[src/rtl/tag_compare_nway.sv]
// tag_compare_nway: N-way set-associative tag comparator for the DRAM cache controller.
//
// Joins one {write, tid, addr} request with the WAYS tag entries read for its set. It produces
// a decision record (hit/miss, way, dirty-victim eviction) and, where the set must change, a
// tag-update record for the fill path. Entries are packed as {VALID, DIRTY, TAG}.
//
// Ports
//   clk, rst                 clock; synchronous active-high reset
//   req_valid_i/req_ready_o  request channel {req_write_i, req_tid_i, req_addr_i}
//   tag_valid_i/tag_ready_o  tag-read response, way w at tag_data_i[w*ENT_W +: ENT_W]
//   res_valid_o/res_ready_i  decision {hit, write, way, tid, addr, evict, evict_addr}
//   upd_valid_o/upd_ready_i  tag update {upd_addr_o, upd_way_o, upd_entry_o}
//   multihit_o               sticky flag: more than one valid way matched a lookup
//   hit_cnt_o, miss_cnt_o    saturating lookup counters
module tag_compare_nway #(
  parameter int unsigned ADDR_WIDTH   = 32,
  parameter int unsigned TID_WIDTH    = 4,
  parameter int unsigned INDEX_WIDTH  = 10,
  parameter int unsigned OFFSET_WIDTH = 6,
  parameter int unsigned WAYS         = 4,
  parameter int unsigned CNT_WIDTH    = 32,
  localparam int unsigned WAY_W       = $clog2(WAYS),
  localparam int unsigned TAG_WIDTH   = ADDR_WIDTH - INDEX_WIDTH - OFFSET_WIDTH,
  localparam int unsigned ENT_W       = TAG_WIDTH + 2
) (
  input  logic                  clk,
  input  logic                  rst,
  input  logic                  req_valid_i,
  output logic                  req_ready_o,
  input  logic                  req_write_i,
  input  logic [TID_WIDTH-1:0]  req_tid_i,
  input  logic [ADDR_WIDTH-1:0] req_addr_i,
  input  logic                  tag_valid_i,
  output logic                  tag_ready_o,
  input  logic [WAYS*ENT_W-1:0] tag_data_i,
  output logic                  res_valid_o,
  input  logic                  res_ready_i,
  output logic                  res_hit_o,
  output logic                  res_write_o,
  output logic [WAY_W-1:0]      res_way_o,
  output logic [TID_WIDTH-1:0]  res_tid_o,
  output logic [ADDR_WIDTH-1:0] res_addr_o,
  output logic                  res_evict_o,
  output logic [ADDR_WIDTH-1:0] res_evict_addr_o,
  output logic                  upd_valid_o,
  input  logic                  upd_ready_i,
  output logic [ADDR_WIDTH-1:0] upd_addr_o,
  output logic [WAY_W-1:0]      upd_way_o,
  output logic [ENT_W-1:0]      upd_entry_o,
  output logic                  multihit_o,
  output logic [CNT_WIDTH-1:0]  hit_cnt_o,
  output logic [CNT_WIDTH-1:0]  miss_cnt_o
);

  typedef enum logic [1:0] {StIdle, StDec, StOut} state_e;

  state_e state_q, state_d;

  // Captured request and tag set
  logic                  req_write_q, req_write_d;
  logic [TID_WIDTH-1:0]  req_tid_q, req_tid_d;
  logic [ADDR_WIDTH-1:0] req_addr_q, req_addr_d;
  logic [WAYS*ENT_W-1:0] tag_data_q, tag_data_d;

  // Registered outputs
  logic                  res_valid_q, res_valid_d;
  logic                  res_hit_q, res_hit_d;
  logic                  res_write_q, res_write_d;
  logic [WAY_W-1:0]      res_way_q, res_way_d;
  logic [TID_WIDTH-1:0]  res_tid_q, res_tid_d;
  logic [ADDR_WIDTH-1:0] res_addr_q, res_addr_d;
  logic                  res_evict_q, res_evict_d;
  logic [ADDR_WIDTH-1:0] res_evict_addr_q, res_evict_addr_d;
  logic                  upd_valid_q, upd_valid_d;
  logic [ADDR_WIDTH-1:0] upd_addr_q, upd_addr_d;
  logic [WAY_W-1:0]      upd_way_q, upd_way_d;
  logic [ENT_W-1:0]      upd_entry_q, upd_entry_d;
  logic                  multihit_q, multihit_d;
  logic [CNT_WIDTH-1:0]  hit_cnt_q, hit_cnt_d;
  logic [CNT_WIDTH-1:0]  miss_cnt_q, miss_cnt_d;
  logic [WAY_W-1:0]      rr_q, rr_d;

  // Lookup decode, evaluated on the captured set
  logic [TAG_WIDTH-1:0]   addr_tag;
  logic [INDEX_WIDTH-1:0] addr_index;
  logic [TAG_WIDTH-1:0]   way_tag [WAYS];
  logic [WAYS-1:0]        way_valid, way_dirty, match;
  logic [WAY_W:0]         match_cnt;
  logic                   hit, any_invalid, evict;
  logic [WAY_W-1:0]       hit_way, inv_way, victim;
  logic                   accept;

  assign addr_tag   = req_addr_q[ADDR_WIDTH-1 -: TAG_WIDTH];
  assign addr_index = req_addr_q[OFFSET_WIDTH +: INDEX_WIDTH];

  always_comb begin
    match_cnt   = '0;
    hit_way     = '0;
    inv_way     = '0;
    any_invalid = 1'b0;
    for (int w = 0; w < int'(WAYS); w++) begin
      way_valid[w] = tag_data_q[w*ENT_W + ENT_W - 1];
      way_dirty[w] = tag_data_q[w*ENT_W + ENT_W - 2];
      way_tag[w]   = tag_data_q[w*ENT_W +: TAG_WIDTH];
      match[w]     = way_valid[w] && (way_tag[w] == addr_tag);
      match_cnt    = match_cnt + (WAY_W+1)'(match[w]);
    end
    // Descending scan so the lowest matching / invalid way wins
    for (int w = int'(WAYS) - 1; w >= 0; w--) begin
      if (match[w]) hit_way = WAY_W'(w);
      if (!way_valid[w]) begin
        inv_way     = WAY_W'(w);
        any_invalid = 1'b1;
      end
    end
    hit    = |match;
    victim = any_invalid ? inv_way : rr_q;
    evict  = !hit && way_valid[victim] && way_dirty[victim];
  end

  // Both channels are consumed together or not at all
  assign accept      = (state_q == StIdle) && req_valid_i && tag_valid_i && !rst;
  assign req_ready_o = accept;
  assign tag_ready_o = accept;

  always_comb begin
    state_d          = state_q;
    req_write_d      = req_write_q;
    req_tid_d        = req_tid_q;
    req_addr_d       = req_addr_q;
    tag_data_d       = tag_data_q;
    res_valid_d      = res_valid_q;
    res_hit_d        = res_hit_q;
    res_write_d      = res_write_q;
    res_way_d        = res_way_q;
    res_tid_d        = res_tid_q;
    res_addr_d       = res_addr_q;
    res_evict_d      = res_evict_q;
    res_evict_addr_d = res_evict_addr_q;
    upd_valid_d      = upd_valid_q;
    upd_addr_d       = upd_addr_q;
    upd_way_d        = upd_way_q;
    upd_entry_d      = upd_entry_q;
    multihit_d       = multihit_q;
    hit_cnt_d        = hit_cnt_q;
    miss_cnt_d       = miss_cnt_q;
    rr_d             = rr_q;

    unique case (state_q)
      StIdle: begin
        if (accept) begin
          req_write_d = req_write_i;
          req_tid_d   = req_tid_i;
          req_addr_d  = req_addr_i;
          tag_data_d  = tag_data_i;
          state_d     = StDec;
        end
      end

      StDec: begin
        res_valid_d      = 1'b1;
        res_hit_d        = hit;
        res_write_d      = req_write_q;
        res_way_d        = hit ? hit_way : victim;
        res_tid_d        = req_tid_q;
        res_addr_d       = req_addr_q;
        res_evict_d      = evict;
        res_evict_addr_d = {way_tag[victim], addr_index, {OFFSET_WIDTH{1'b0}}};
        // A read hit leaves the set untouched; every other case rewrites one way with the
        // request tag (equal to the hit way's tag on a write hit), dirty iff it was a write.
        upd_valid_d      = req_write_q || !hit;
        upd_addr_d       = req_addr_q;
        upd_way_d        = hit ? hit_way : victim;
        upd_entry_d      = {1'b1, req_write_q, addr_tag};
        if (match_cnt > (WAY_W+1)'(1)) multihit_d = 1'b1;
        if (hit) begin
          if (hit_cnt_q != '1) hit_cnt_d = hit_cnt_q + CNT_WIDTH'(1);
        end else begin
          if (miss_cnt_q != '1) miss_cnt_d = miss_cnt_q + CNT_WIDTH'(1);
          // Round-robin only advances when it actually chose the victim
          if (!any_invalid) rr_d = rr_q + WAY_W'(1);
        end
        state_d = StOut;
      end

      StOut: begin
        if (res_ready_i) res_valid_d = 1'b0;
        if (upd_ready_i) upd_valid_d = 1'b0;
        if (!res_valid_d && !upd_valid_d) state_d = StIdle;
      end

      default: state_d = StIdle;
    endcase
  end

  always_ff @(posedge clk) begin
    if (rst) begin
      state_q          <= StIdle;
      req_write_q      <= 1'b0;
      req_tid_q        <= '0;
      req_addr_q       <= '0;
      tag_data_q       <= '0;
      res_valid_q      <= 1'b0;
      res_hit_q        <= 1'b0;
      res_write_q      <= 1'b0;
      res_way_q        <= '0;
      res_tid_q        <= '0;
      res_addr_q       <= '0;
      res_evict_q      <= 1'b0;
      res_evict_addr_q <= '0;
      upd_valid_q      <= 1'b0;
      upd_addr_q       <= '0;
      upd_way_q        <= '0;
      upd_entry_q      <= '0;
      multihit_q       <= 1'b0;
      hit_cnt_q        <= '0;
      miss_cnt_q       <= '0;
      rr_q             <= '0;
    end else begin
      state_q          <= state_d;
      req_write_q      <= req_write_d;
      req_tid_q        <= req_tid_d;
      req_addr_q       <= req_addr_d;
      tag_data_q       <= tag_data_d;
      res_valid_q      <= res_valid_d;
      res_hit_q        <= res_hit_d;
      res_write_q      <= res_write_d;
      res_way_q        <= res_way_d;
      res_tid_q        <= res_tid_d;
      res_addr_q       <= res_addr_d;
      res_evict_q      <= res_evict_d;
      res_evict_addr_q <= res_evict_addr_d;
      upd_valid_q      <= upd_valid_d;
      upd_addr_q       <= upd_addr_d;
      upd_way_q        <= upd_way_d;
      upd_entry_q      <= upd_entry_d;
      multihit_q       <= multihit_d;
      hit_cnt_q        <= hit_cnt_d;
      miss_cnt_q       <= miss_cnt_d;
      rr_q             <= rr_d;
    end
  end

  assign res_valid_o      = res_valid_q;
  assign res_hit_o        = res_hit_q;
  assign res_write_o      = res_write_q;
  assign res_way_o        = res_way_q;
  assign res_tid_o        = res_tid_q;
  assign res_addr_o       = res_addr_q;
  assign res_evict_o      = res_evict_q;
  assign res_evict_addr_o = res_evict_addr_q;
  assign upd_valid_o      = upd_valid_q;
  assign upd_addr_o       = upd_addr_q;
  assign upd_way_o        = upd_way_q;
  assign upd_entry_o      = upd_entry_q;
  assign multihit_o       = multihit_q;
  assign hit_cnt_o        = hit_cnt_q;
  assign miss_cnt_o       = miss_cnt_q;

endmodule

[config.mk]
export PLATFORM = sky130hd
export DESIGN_NAME = tag_compare_nway
export DESIGN_NICKNAME = d
export VERILOG_FILES = /design/src/rtl/tag_compare_nway.sv
export SDC_FILE = /design/constraint.sdc
export NUM_CORES = 1
export LEC_CHECK = 0
export ABC_AREA = 1
export ABC_CLOCK_PERIOD_IN_PS = 3300
export BUFFER_PORTS_ARGS = -buffer_cell sky130_fd_sc_hd__buf_2
export CORE_ASPECT_RATIO = 1.25
export CORE_MARGIN = 2
export CORE_UTILIZATION = 30
export CTS_BUF_LIST = sky130_fd_sc_hd__clkbuf_4 sky130_fd_sc_hd__clkbuf_8 sky130_fd_sc_hd__clkbuf_16
export DETAILED_ROUTE_END_ITERATION = 8
export HOLD_SLACK_MARGIN = 0.1
export PLACE_DENSITY_LB_ADDON = 0.3
export SETUP_SLACK_MARGIN = 0.1
export SLEW_MARGIN = 0
export SYNTH_ARGS = -nofsm -noshare
export SYNTH_HDL_FRONTEND = slang
export SYNTH_SLANG_ARGS = --single-unit
[constraint.sdc]
create_clock -name clk -period 3.3 [get_ports clk]
set_clock_uncertainty 0.1 [all_clocks]
set_input_delay 0.165 -clock clk [delete_from_list [all_inputs] [get_ports clk]]
set_output_delay 0.165 -clock clk [all_outputs]
set_load 0.01 [all_outputs]
* Word level (Yosys, flattened, before mapping)
Cells that the tools add are included.
** Storage, ports and cells
- Memories kept :: 0
- Register bits after elaboration :: 265
- Latch bits :: 0
- Output and inout port bits :: 194
- ROM bits :: 0
- Memory bits (writable) :: 0
- Word-level logic and storage cells :: 95
** Operators by class
- Multiply operators :: 0
- Bitwise gates (word level) :: 3
- Reduce and logical (&&, ||, !) cells :: 24
- Equality and inequality tests :: 10
- $lt $le $gt $ge :: 3
- $add $sub $neg :: 6
- Shift-type cells :: 0
- Divide/modulo/power cells :: 0
- Muxes and demuxes :: 30
** Operators by type and width (count)
- $add 32x1->32 const B :: 2
- $eq 16x16->1 :: 4
- $ne 32x32->1 const B :: 2
- $bmux 16 s2 :: 1
- $mux 16 :: 2
- $mux 2 :: 12
- $logic_and 1x1->1 :: 10
- $mux 1 :: 10
- $reduce_and 3->1 :: 3
- $pmux 2 s3 :: 1
- $reduce_and 2->1 :: 3
- $bmux 1 s2 :: 2
- $logic_not 1->1 :: 4
- $ne 2x2->1 const B :: 2
- $pmux 1 s2 :: 2
- $reduce_or 4->1 :: 1
- $add 2x1->3 :: 1
- $add 3x1->3 :: 1
- $ge 3x3->1 const B :: 1
- $gt 3x1->1 const B :: 1
- $lt 2x3->1 const B :: 1
- $not 2->3 :: 1
- $add 1x1->2 :: 1
- $add 2x1->2 const B :: 1
- other kinds (6) :: 7

* Logic depth before layout (Yosys ltp)
- Depth in word-level cells :: 9
- Mapped depth :: 14
- Gate-level depth less buffers :: 14

* Worst setup path after synthesis
Ideal clock, no wire load.
- Kind :: register -> register
- From :: register req_addr_q[31]
- To :: register hit_cnt_q[0], in the netlist hit_cnt_o[0]
- Buffers on the path :: 1
- Period minus slack after synthesis :: 2029 ps
- Stages on the path, launching flop included :: 14
- Arrival :: 1816 ps
- Setup slack :: 1271 ps
- Data required time :: 3087 ps
- Cell sequence :: dfxtp_1 -> inv_1 -> nand2_1 -> o21ai_0 -> nor2_1 -> nand2_1 -> nor2_1 -> nand3_1 -> ha_1 -> nand3_4 -> nand3_4 -> buf_4 -> nor2_1 -> nor2_1
** On the way
- Longest elaborated chain between the ends :: 4
- Elaborated cells between the ends (all ways) :: 10
** Ends and longest elaborated chain
- start, declared :: line 62 : logic [ADDR_WIDTH-1:0] req_addr_q, req_addr_d;
- start signal, assigned :: line 223 : req_addr_q <= req_addr_d;
- $eq 16x16->1 :: line 105 : match[w] = way_valid[w] && (way_tag[w] == addr_tag);
- $logic_and 1x1->1 :: line 105
- $reduce_or 4->1 (*) :: line 116 : hit = |match;
- $reduce_and 3->1 (no source line) (*)
- end signal, assigned :: line 238 : hit_cnt_q <= hit_cnt_d;
- end, declared :: line 79 : logic [CNT_WIDTH-1:0] hit_cnt_q, hit_cnt_d;
Every way passes the cells marked *; elsewhere a longest branch is shown, timed or not.
A chain may end at the register's enable or synchronous reset.

* Worst setup path after layout
- From :: register req_addr_q[17]
- To :: register miss_cnt_q[23], in the netlist miss_cnt_o[23]
** On the way
- Longest elaborated chain between the ends :: 5
- Elaborated cells between the ends (all ways) :: 11
** Ends and longest elaborated chain
- $eq 16x16->1 :: line 105
- $logic_and 1x1->1 :: line 105
- $reduce_or 4->1 (*) :: line 116
- $not 1->1 (no source line) (*)
- $reduce_and 3->1 (no source line) (*)
- end signal, assigned :: line 239 : miss_cnt_q <= miss_cnt_d;
- end, declared :: line 80 : logic [CNT_WIDTH-1:0] miss_cnt_q, miss_cnt_d;
Marks and branches as above.

==> metrics.md <==
| Metric | Value |
|---|---|
| Status | `finished clean` |
| HP Start | `tag_data_i[18]` |
| R2R Setup Slk | `between 300 and 400 ps` |
| Simple-Gate Fraction of Synth Area | `between 20% and 30%` |
| Synth warn | `0` |
| Number of synthesized flops with an enable pin | `0` |
| Synth Area in XOR/XNOR | `4.65%` |
| Initial Utilization | `30.3%` |
| Slew @ Worst Pin | `886 ps` |
| Vias per cell | `around 5` |
| Lkg Pwr | `7.22 nW` |
| CP startpoint | `req_addr_q[17]` |
| Crit Path Max Fanout | `19` |
| Top layer used by detailed routing | `met4` |
| Routability cong. | `a little under 1` |
| Slew Viols, Final | `0` |
| Setup crit end kind | `flop` |
| Post-Synthesis Cells | `1,779` |
| R2R depth | `13` |
| DR WL met3 | `2590 um` |
| DR DRC count | `0` |
| IO Pins | `309` |
| Grt ovf | `0` |
| Worst hold path class | `primary input to flop` |
| Largest family of logic cells by synthesized area | `simple AND/OR/NAND/NOR gates` |
| Core region area | `41,000 um2` |
| Die area | `43,100 um2` |
| WL final | `49,500 um` |
| N_diodes | `0` |
| Syn Std Cell Area | `around 12,000 um2` |
| Seq/Total Area, Yosys | `38.3%` |
| Relative slew slack | `40.9%` |
| Chip Height | `232 um` |
| Synth cell types | `38` |
| Worst R2R End | `miss_cnt_o[23]` |
| WP depth | `13` |
| Worst skew pair latency | `550 ps` |
| Pre-CTS WS | `433 ps` |
| Share of cells above drive strength 1 | `18.8%` |
| Finished Cell Area | `16,200 um2` |
| Setup violations, final | `0` |
| Final period util | `89.3%` |
| WL met2 | `24,600 um` |
| CP Data Required Time | `around 3600 ps` |
| Initial drt markers | `767` |
| Synthesized flop and latch total | `238` |
| CTS Buf Count | `27` |
| IO buf count | `302` |
| Critical path cell sequence | `inv_1, o22ai_1, nor2_1, nand2_1, nor2_1, nand3_1, ha_1, inv_1, nor2_1, nand3_2, buf_12, nand2_1, a21oi_1` |
| HPWL after detailed placement | `36,500 um` |
| Root buf cell | `clkbuf_16` |
| First-pass DRT Iterations | `5` |
| Max-cap violations | `0` |
| H-Tree Level Count | `1` |
| CTS sink cnt | `238` |
| Mapped Avg Cell Area | `6.99 um2` |
| All-Layer GR Usage | `22.4%` |
| Initial antenna violation count | `0` |
| Arrival time at the worst endpoint | `about 3300 ps` |
| Kind of critical path | `flop to flop` |
| Largest net degree at the start of global routing | `102` |
| Unrepaired setup endpoints after global routing | `no` |
| DP Area | `14,000 um2` |
| Critical R2R Launch | `req_addr_q[17]` |
| Complex-gate fraction of the synthesized area | `roughly 16%` |
| Worst hold slack | `257 ps` |
| CTS tree | `built` |
| Met1 WL | `19,900 um` |
| Clk slew on worst S/H paths | `~60 ps` |
| Slowest CP cell | `dfxtp_1` |
| Tmin final | `2950 ps` |
| Via count | `around 13,000` |
| VDD IR max | `0.334 mV` |
| Post-synth top flop | `dfxtp_1` |
| Final worst setup slack | `roughly 350 ps` |
| WP buf/inv | `3` |
| Post-synthesis adder-cell area fraction | `0.765%` |
| Worst path max stage delay | `440 ps` |
| Endpoints failing hold | `0` |
| Async SR Flop Fraction | `0%` |
| PD cells | `approximately 470 nW/um2` |
| CTS max path bufs | `3` |
| Die width | `186 um` |
| Final Util | `39.6%` |
| Crit path launch type | `flop` |
| Critical Path Sink | `miss_cnt_o[23]` |
| Cell mode on critical path | `nor2_1` |
| First-pass GRT wire length | `approximately 74,000 um` |
| Final ANT Viol Nets | `0` |
| Fmax | `339 MHz` |
| P&R area growth vs syn | `30.6%` |
| Post-synthesis mux area share | `0%` |
| Vias in the first global route | `12,500` |
| Post-layout nets | `approximately 2,200` |
| DR WL/cell | `between 15 and 20 um` |
| TNS Setup | `0 ps` |
| FP Rows | `83` |
| Delay-heaviest family, CP | `simple AND/OR/NAND/NOR gates` |
-- worst reg2reg max path: stages (launching register included) --
cell     delay, ps
dfxtp_1        440
inv_1          250
o22ai_1        240
nor2_1          70
nand2_1         80
nor2_1          60
nand3_1        200
ha_1           270
inv_1           50
nor2_1         270
nand3_2        350
buf_12         280
nand2_1         70
a21oi_1         70
-- what timing repair did --
item                      CTS  global route
buffers inserted            0             0
hold endpoints to repair  150             0
hold buffers              129             0
gates resized for setup     0             0
-- power by group --
part / internal, W / switching, W / total (W)
Combinational: 0.000513 / 0.000808 / 0.00132
Clock: 0.00190 / 0.00125 / 0.00315
Sequential: 0.00305 / 0.000160 / 0.00321
Total: 0.00547 / 0.00221 / 0.00768
-- Yosys cell counts (5+ instances only) --
library cell | n | area, um2
o22ai_1 | 7 | 43.8
clkbuf_1 | 74 | 278
buf_2 | 5 | 25.0
nand2_1 | 471 | 1770
nand3_1 | 96 | 480
o211ai_1 | 34 | 255
xor2_1 | 47 | 412
o31ai_1 | 92 | 691
nor3_1 | 29 | 145
ha_1 | 6 | 75.1
buf_4 | 81 | 608
o21ai_0 | 76 | 380
nand4_1 | 43 | 269
dfxtp_1 | 238 | 4760
inv_1 | 161 | 604
a21oi_1 | 122 | 611
nand3b_1 | 8 | 60.1
nor2_1 | 140 | 526
xnor2_1 | 19 | 166
-- kinds of logic after synthesis --
| family | Yosys count |
|---|---|
| DFF | 238 |
| buffers and inverters | 330 |
| and+or+nand+nor | 804 |
| xor gates and xnor gates | 66 |
| AOI/OAI and AO/OA | 333 |
| adders and majority gates | 7 |
| other | 1 |
-- metrics by stage --
| step | instances | total power [W] |
|---|---|---|
| finish | 2680 | 0.00768 |
| global route | 2680 | 0.00800 |
| CTS | 2680 | 0.00775 |
| detailed placement | 2503 | 0.00446 |
| global placement | 2503 | 0.00446 |
| floorplan | 1784 | 0.00402 |
-- worst min path at each step --
stage | to | slack, ps | depth (start not counted)
2_1_floorplan | req_tid_q[0] | 170 | 2
3_3_place_gp | tag_data_q[46] | 260 | 3
3_5_place_dp | tag_data_q[46] | 260 | 3
4_1_cts | tag_data_q[18] | 230 | 4
5_1_grt | tag_data_q[18] | 260 | 4
6_report | tag_data_q[18] | 260 | 4
-- per-layer routing --
metal,up-vias,track usage [%]
met3,92,2.55
li1,6464,-
met2,410,39.3
met1,6150,26.9
met5,-,0
met4,0,10.8
-- final cells by class --
| type | instances | area (um2) |
|---|---|---|
| clock buffer | 39 | 797 |
| clock inverter | 9 | 124 |
| fill | 4327 | 24800 |
| inverter | 167 | 627 |
| multi-input combinational | 1216 | 6150 |
| sequential | 238 | 4760 |
| tap | 552 | 691 |
| timing repair buffer | 459 | 3080 |
-- flip-flops by register name, summed over array words and instances (netlist names), 2 cells and up --
name and count:
tag_data_q 72, hit_cnt_o 32, miss_cnt_o 32, req_addr_q 32, upd_addr_o 31, res_evict_addr_o 16
req_tid_q 4, res_tid_o 4, upd_entry_o 3, rr_q 2, state_q 2, upd_way_o 2
-- layout by cell type (no fill, tap or decap), types with 5 or more instances in the layout --
cell,Yosys,final
buf_4,81,24
dlygate4sd3_1,0,129
clkbuf_8,0,5
inv_1,161,161
nand3b_1,8,8
buf_2,5,301
o211ai_1,34,34
clkinv_2,0,5
a21oi_1,122,122
xor2_1,47,47
o22ai_1,7,7
buf_12,0,5
nand2_1,471,470
nor3_1,29,29
nand4_1,43,43
nand3_1,96,96
xnor2_1,19,19
clkbuf_16,0,27
clkbuf_4,0,7
dfxtp_1,238,238
conb_1,1,6
o21ai_0,76,76
o31ai_1,92,92
ha_1,6,5
nor2_1,140,139
(Power assumes the default switching activity.)
